==> config.mk <==
export PLATFORM = sky130hd
export DESIGN_NAME = mmio_peripherals
export DESIGN_NICKNAME = d
export VERILOG_FILES = /design/src/rtl/mmio_pkg.sv /design/src/rtl/mmio_peripherals_pwm_channel.sv /design/src/rtl/mmio_peripherals.sv
export SDC_FILE = /design/constraint.sdc
export NUM_CORES = 1
export LEC_CHECK = 0
export BUFFER_PORTS_ARGS = -buffer_cell sky130_fd_sc_hd__buf_2
export CAP_MARGIN = 10
export CORE_MARGIN = 1.5
export CORE_UTILIZATION = 57
export DETAILED_ROUTE_END_ITERATION = 16
export PLACE_DENSITY = 0.85
export SKIP_CTS_REPAIR_TIMING = 1
export SLEW_MARGIN = 40
export SYNTH_ARGS = -nofsm -noshare
export SYNTH_HDL_FRONTEND = slang
export SYNTH_SLANG_ARGS = --single-unit
==> constraint.sdc <==
create_clock -name clk -period 5.5 [get_ports clk]
set_input_delay 0.55 -clock clk [delete_from_list [all_inputs] [get_ports clk]]
set_output_delay 0.55 -clock clk [all_outputs]
set_load 0.005 [all_outputs]
==> src/rtl/mmio_pkg.sv <==
// Shared definitions for the MMIO peripheral page: register offsets, load/store
// size encoding, and lane helpers used by both this block and the data memory.
package mmio_pkg;

  localparam logic [7:0] OFF_LED    = 8'hF0;
  localparam logic [7:0] OFF_RGB    = 8'hF4;
  localparam logic [7:0] OFF_MILLIS = 8'hF8;
  localparam logic [7:0] OFF_MICROS = 8'hFC;
  localparam logic [7:0] PCNT_TOP   = 8'hFF;

  typedef enum logic [2:0] {
    MS_B  = 3'b000,
    MS_H  = 3'b001,
    MS_W  = 3'b010,
    MS_BU = 3'b100,
    MS_HU = 3'b101
  } mem_size_e;

  // Right-align the addressed lane(s) and extend; misaligned or unknown sizes give 0.
  function automatic logic [31:0] lane_extract(input logic [31:0] word,
                                               input logic [1:0]  lane,
                                               input logic [2:0]  funct3);
    logic [31:0] sh;
    logic [31:0] res;
    sh  = word >> {lane, 3'b000};
    res = 32'h0;
    case (mem_size_e'(funct3))
      MS_B:  res = {{24{sh[7]}}, sh[7:0]};
      MS_BU: res = {24'h0, sh[7:0]};
      MS_H:  if (!lane[0]) res = {{16{sh[15]}}, sh[15:0]}; else res = 32'h0;
      MS_HU: if (!lane[0]) res = {16'h0, sh[15:0]}; else res = 32'h0;
      MS_W:  if (lane == 2'b00) res = word; else res = 32'h0;
      default: res = 32'h0;
    endcase
    return res;
  endfunction

  function automatic logic [3:0] store_mask(input logic [1:0] lane, input logic [2:0] funct3);
    logic [3:0] m;
    m = 4'b0000;
    case (mem_size_e'(funct3))
      MS_B:  m = 4'b0001 << lane;
      MS_H:  if (lane[0]) m = 4'b0000; else m = 4'b0011 << lane;
      MS_W:  if (lane != 2'b00) m = 4'b0000; else m = 4'b1111;
      default: m = 4'b0000;
    endcase
    return m;
  endfunction

  function automatic logic [31:0] byte_merge(input logic [31:0] old_w,
                                             input logic [31:0] new_w,
                                             input logic [3:0]  be);
    logic [31:0] res;
    for (int i = 0; i < 4; i++) begin
      res[8*i +: 8] = be[i] ? new_w[8*i +: 8] : old_w[8*i +: 8];
    end
    return res;
  endfunction

endpackage

==> src/rtl/mmio_peripherals_pwm_channel.sv <==
// One PWM channel: duty is latched into a shadow at the end of each period so a
// period never changes length half-way through.
module pwm_channel
  import mmio_pkg::*;
(
  input  logic       clk,
  input  logic       rst_n,
  input  logic [7:0] duty_i,
  input  logic [7:0] pcnt_i,
  output logic       pwm_o
);

  logic [7:0] shadow_q, shadow_d;
  logic [7:0] pcnt_nxt_s;
  logic       pwm_q, pwm_d;

  // Next shadow and the output for the upcoming counter value, so pwm_q equals pcnt < shadow.
  always_comb begin
    pcnt_nxt_s = pcnt_i + 8'd1;
    if (pcnt_i == PCNT_TOP) begin
      shadow_d = duty_i;
    end else begin
      shadow_d = shadow_q;
    end
    pwm_d = (pcnt_nxt_s < shadow_d);
  end

  // Shadow and output registers.
  always_ff @(posedge clk or negedge rst_n) begin
    if (!rst_n) begin
      shadow_q <= 8'h00;
      pwm_q    <= 1'b0;
    end else begin
      shadow_q <= shadow_d;
      pwm_q    <= pwm_d;
    end
  end

  assign pwm_o = pwm_q;

endmodule

==> src/rtl/mmio_peripherals.sv <==
// MMIO responder: LED/RGB PWM duty registers plus microsecond/millisecond timers.
// Timers are built only when MMIO_TIMER_EN is defined; otherwise they read as 0.
module mmio_peripherals
  import mmio_pkg::*;
#(
  parameter int unsigned CLK_HZ    = 12_000_000,
  parameter logic [31:0] BASE_ADDR = 32'hFFFF_FF00
) (
  input  logic        clk,
  input  logic        rst_n,
  input  logic        write_mem,
  input  logic [2:0]  funct3,
  input  logic [31:0] write_address,
  input  logic [31:0] write_data,
  input  logic [31:0] read_address,
  output logic [31:0] read_data,
  output logic        hit,
  output logic        led,
  output logic        red,
  output logic        green,
  output logic        blue
);

  localparam logic [31:0] LED_MASK = 32'h0000_00FF;
  localparam logic [31:0] RGB_MASK = 32'h00FF_FFFF;

  if ((CLK_HZ % 1_000_000) != 0 || CLK_HZ < 1_000_000) begin : g_clk_check
    $error("CLK_HZ must be a nonzero multiple of 1 MHz");
  end

  logic [31:0] led_duty_q, led_duty_d;
  logic [31:0] rgb_duty_q, rgb_duty_d;
  logic [31:0] read_data_q, read_data_d;
  logic        hit_q, hit_d;
  logic [7:0]  pcnt_q;
  logic [31:0] millis_s, micros_s;
  logic        wr_page_s, rd_win_s;
  logic [3:0]  wr_be_s;
  logic [31:0] wr_data_s, rd_word_s;

  assign wr_page_s = (write_address[31:8] == BASE_ADDR[31:8]);
  assign wr_be_s   = store_mask(write_address[1:0], funct3);
  assign wr_data_s = write_data << {write_address[1:0], 3'b000};
  assign rd_win_s  = (read_address[31:8] == BASE_ADDR[31:8]) && (read_address[7:4] == 4'hF);

  // Store decode into the writable duty registers; reserved bits stay zero.
  always_comb begin
    led_duty_d = led_duty_q;
    rgb_duty_d = rgb_duty_q;
    if (write_mem && wr_page_s) begin
      case ({write_address[7:2], 2'b00})
        OFF_LED: led_duty_d = byte_merge(led_duty_q, wr_data_s, wr_be_s) & LED_MASK;
        OFF_RGB: rgb_duty_d = byte_merge(rgb_duty_q, wr_data_s, wr_be_s) & RGB_MASK;
        default: begin
          led_duty_d = led_duty_q;
          rgb_duty_d = rgb_duty_q;
        end
      endcase
    end else begin
      led_duty_d = led_duty_q;
      rgb_duty_d = rgb_duty_q;
    end
  end

  // Load path: pre-write register values, so a same-edge store is not visible.
  always_comb begin
    case ({read_address[7:2], 2'b00})
      OFF_LED:    rd_word_s = led_duty_q;
      OFF_RGB:    rd_word_s = rgb_duty_q;
      OFF_MILLIS: rd_word_s = millis_s;
      OFF_MICROS: rd_word_s = micros_s;
      default:    rd_word_s = 32'h0;
    endcase
    if (rd_win_s) begin
      read_data_d = lane_extract(rd_word_s, read_address[1:0], funct3);
    end else begin
      read_data_d = 32'h0;
    end
    hit_d = rd_win_s;
  end

  // Register state and the shared PWM period counter.
  always_ff @(posedge clk or negedge rst_n) begin
    if (!rst_n) begin
      led_duty_q  <= 32'h0;
      rgb_duty_q  <= 32'h0;
      read_data_q <= 32'h0;
      hit_q       <= 1'b0;
      pcnt_q      <= 8'h00;
    end else begin
      led_duty_q  <= led_duty_d;
      rgb_duty_q  <= rgb_duty_d;
      read_data_q <= read_data_d;
      hit_q       <= hit_d;
      pcnt_q      <= pcnt_q + 8'd1;
    end
  end

`ifdef MMIO_TIMER_EN
  localparam logic [31:0] PRESC_MAX = 32'(CLK_HZ / 1_000_000 - 1);

  logic [31:0] presc_q;
  logic [9:0]  sub_q;
  logic [31:0] micros_q, millis_q;

  // Prescaler, microsecond counter and millisecond sub-divider, all carrying on one edge.
  always_ff @(posedge clk or negedge rst_n) begin
    if (!rst_n) begin
      presc_q  <= 32'h0;
      sub_q    <= 10'd0;
      micros_q <= 32'h0;
      millis_q <= 32'h0;
    end else if (presc_q == PRESC_MAX) begin
      presc_q  <= 32'h0;
      micros_q <= micros_q + 32'd1;
      if (sub_q == 10'd999) begin
        sub_q    <= 10'd0;
        millis_q <= millis_q + 32'd1;
      end else begin
        sub_q <= sub_q + 10'd1;
      end
    end else begin
      presc_q <= presc_q + 32'd1;
    end
  end

  assign micros_s = micros_q;
  assign millis_s = millis_q;
`else
  assign micros_s = 32'h0;
  assign millis_s = 32'h0;
`endif

  pwm_channel u_led   (.clk(clk), .rst_n(rst_n), .duty_i(led_duty_q[7:0]),   .pcnt_i(pcnt_q), .pwm_o(led));
  pwm_channel u_red   (.clk(clk), .rst_n(rst_n), .duty_i(rgb_duty_q[7:0]),   .pcnt_i(pcnt_q), .pwm_o(red));
  pwm_channel u_green (.clk(clk), .rst_n(rst_n), .duty_i(rgb_duty_q[15:8]),  .pcnt_i(pcnt_q), .pwm_o(green));
  pwm_channel u_blue  (.clk(clk), .rst_n(rst_n), .duty_i(rgb_duty_q[23:16]), .pcnt_i(pcnt_q), .pwm_o(blue));

  assign read_data = read_data_q;
  assign hit       = hit_q;

endmodule
==> reports/metrics.yaml <==
pwr:
  finalPower_mw: 1.48
  power_density_nw_per_um2: 233
  power_leakage_nw: 3.60
  peakVddDrop_mv: 0.160
floorplan:
  rows: 35
  die_h_microns: 99.9
  io_pins: 139
  design.die.area_sq_um: 9980
  core_sq_um: 9150
  initial_utilization_pct: 58.5
  dieWidth_microns: 99.9
worst_setup_path:
  path_max_fanout: 14
  worstSetupEndpointType: "register"
  cp_top_family: "simple AND/OR/NAND/NOR gates"
  r2r_slack_ns: 2.49
  crit_chain: "ha_1, nand3_1, nor2_4, buf_8, mux2i_1, ha_1, a21oi_1, o21a_1, nand2_1, o21ai_0"
  regToRegStartpoint: "pcnt_q[0]"
  arrival_ns: 3.26
  path_common_cell: "ha_1"
  crit_buf_inv: 1
  crit_path_max_incr_delay_ns: 0.57
  crit_required_ns: 5.75
  slowest_stage: "dfrtp_1"
  start_kind: "register"
  timing.rr.end: "u_blue.pwm_o"
  crit_type: "register to register"
  reg2reg_depth: 10
place:
  hpwlAfterDp_microns: 10200
  place_ws_ns: 2.61
  gp_congestion: 0.933
  dp.cells: 707
  io_buffers: 130
timing:
  finalWorstSetupSlack_ns: 2.49
  min_period_ns: 3.01
  totalNegativeSetupSlack_ns: 0
  fin_skew_ns: 0.0159
  rsz0062_at_grt: "no"
  finalSetupViolations: 0
  worst_pin_slew_ns: 0.750
  fin_crit_sh_pct: 54.8
  slew_headroom_pct: 49.6
  fmax_mhz: 332
  slew_violations: 0
  whs_ns: 0.198
  finalHoldViolCount: 0
layout:
  nNetsFinal: 738
  drive_gt1_share_pct: 30.6
  instances_no_fill: 723
  fill_cells: 652
  final_common_cell: "buf_2"
  area_delta_synth_final_pct: 18.5
  layout_common_cells: "129 x buf_2, 102 x dfrtp_1, 63 x mux2i_1"
  num_antenna_cells: 0
synth:
  synth_edf_count: 0
  ys_ff_latch: 102
  syn_area_sq_um: 5350
  synth.avg_cell_area_sq_um: 11.1
  syn_nets: 615
  ys_seq_area_share_pct: 47.7
  async_reset_ff_share_pct: 100
  yosys_warnings: 0
  netlist_instances: 484
  ys_types: 50
  synth_ff_type: "dfrtp_1"
detailed_routing:
  drtIter0Drc: 230
  ant_nets: 0
  vias_per_cell: 5.85
  vias: 4228
  routedWlPerCell_microns: 18.7
  wirelength_microns: 13500
  drc: 0
  first_pass_iters: 4
global_routing:
  antenna_found_initial: 0
  grt_max_degree: 53
  overflow: 0
  grt_usage_pct: 27.2
  grt_pass1_vias: 4103
  grt_pass1_wl_microns: 20600
run_status:
  status: "finished, final reports clean"
clock_network:
  worstSkewPairLatency_ns: 0.37
  clk_pin_slew_ns: 0.09
  htree_levels: 3
  cts-root-buf: "clkbuf_8"
  cts_tree: "built"
  cts_made_buffers: 9
  cts.path.max_buffers: 2
  clock-sinks: 102
run:
  maxCapViolations: 0
worst_hold_path:
  hp-class: "input pin to asynchronous set/reset pin"
==> Yosys cell counts, drive strengths merged (5+ instances only) <==
cell	count	share of area (%)
nand4	26	3.6
a22oi	7	0.98
nor2	17	1.2
a21oi	18	1.7
mux2i	63	12
nor4	5	1.4
mux2	25	5.3
buf	16	1.9
inv	62	4.3
clkbuf	5	0.35
o22ai	17	2.0
nand3	5	0.47
dfrtp	102	48
nand2	21	1.5
o21ai	19	1.8
ha	29	6.8
==> power breakdown <==
part / total, mW / switching, mW / internal (mW)
logic: 0.100 / 0.0591 / 0.0409
registers: 0.749 / 0.00000000121 / 0.749
clock network: 0.627 / 0.263 / 0.364
total: 1.48 / 0.322 / 1.15
==> state kept, by name, indices dropped and copies added (netlist names) <==
name	flops
read_data	25
rgb_duty_q	24
led_duty_q	8
pcnt_q	8
u_blue.shadow_q	8
u_green.shadow_q	8
u_led.shadow_q	8
u_red.shadow_q	8
hit	1
u_blue.pwm_o	1
u_green.pwm_o	1
u_led.pwm_o	1
u_red.pwm_o	1
==> area by class of cell <==
| class | count | area, sq um | area share (%) |
|---|---|---|---|
| Sequential cell | 102 | 2550 | 40.3 |
| Multi-Input combinational cell | 299 | 2450 | 38.6 |
| Timing Repair Buffer | 133 | 691 | 10.9 |
| Inverter | 62 | 233 | 3.67 |
| Tap cell | 111 | 139 | 2.19 |
| Clock buffer | 10 | 138 | 2.17 |
| Clock inverter | 6 | 138 | 2.17 |
==> worst reg2reg max path, cell delays in order (launching register included) <==
cell and delay, ns:
dfrtp_1 0.57, ha_1 0.32, nand3_1 0.19, nor2_4 0.39
buf_8 0.23, mux2i_1 0.30, ha_1 0.29, a21oi_1 0.15
o21a_1 0.17, nand2_1 0.05, o21ai_0 0.23
==> metal layers <==
layer	wire length [microns]	vias up	part of all wire (%)	GRT usage (%)
li1	-	1962	-	-
met1	5430	2072	40	33.3
met2	7000	153	52	46.6
met3	668	41	4.9	5.15
met4	438	0	3.2	13.1
met5	0	-	0	0
==> worst max path at each step <==
stage | endpoint | startpoint | slack, ns | depth (start not counted)
5_1_grt | u_blue.pwm_o | pcnt_q[0] | 2.36 | 10
2_1_floorplan | u_red.pwm_o | pcnt_q[1] | 3.11 | 10
6_report | u_blue.pwm_o | pcnt_q[0] | 2.49 | 10
4_1_cts | u_blue.pwm_o | pcnt_q[0] | 2.54 | 10
3_5_place_dp | u_blue.pwm_o | pcnt_q[0] | 2.61 | 10
3_3_place_gp | u_red.pwm_o | pcnt_q[0] | 2.26 | 9
==> metrics by stage <==
stage	util, %	area [sq um]
after floorplan	-	5350
after global routing	69.3	6340
after CTS	69.3	6340
after global placement	65.9	6030
final	69.3	6340
after detailed placement	66.3	6060
==> kinds of logic after synthesis <==
group                    share of synthesized area [%]
multiplexers                                      17.0
adder cells (fa/ha/maj)                           6.78
AO/OA/AOI/OAI                                     9.49
XOR/XNOR                                          1.15
buffers and inverters                             6.62
flip-flops                                        47.7
AND/OR/NAND/NOR                                   11.2
Note: power is estimated with default switching activity, not from simulation.
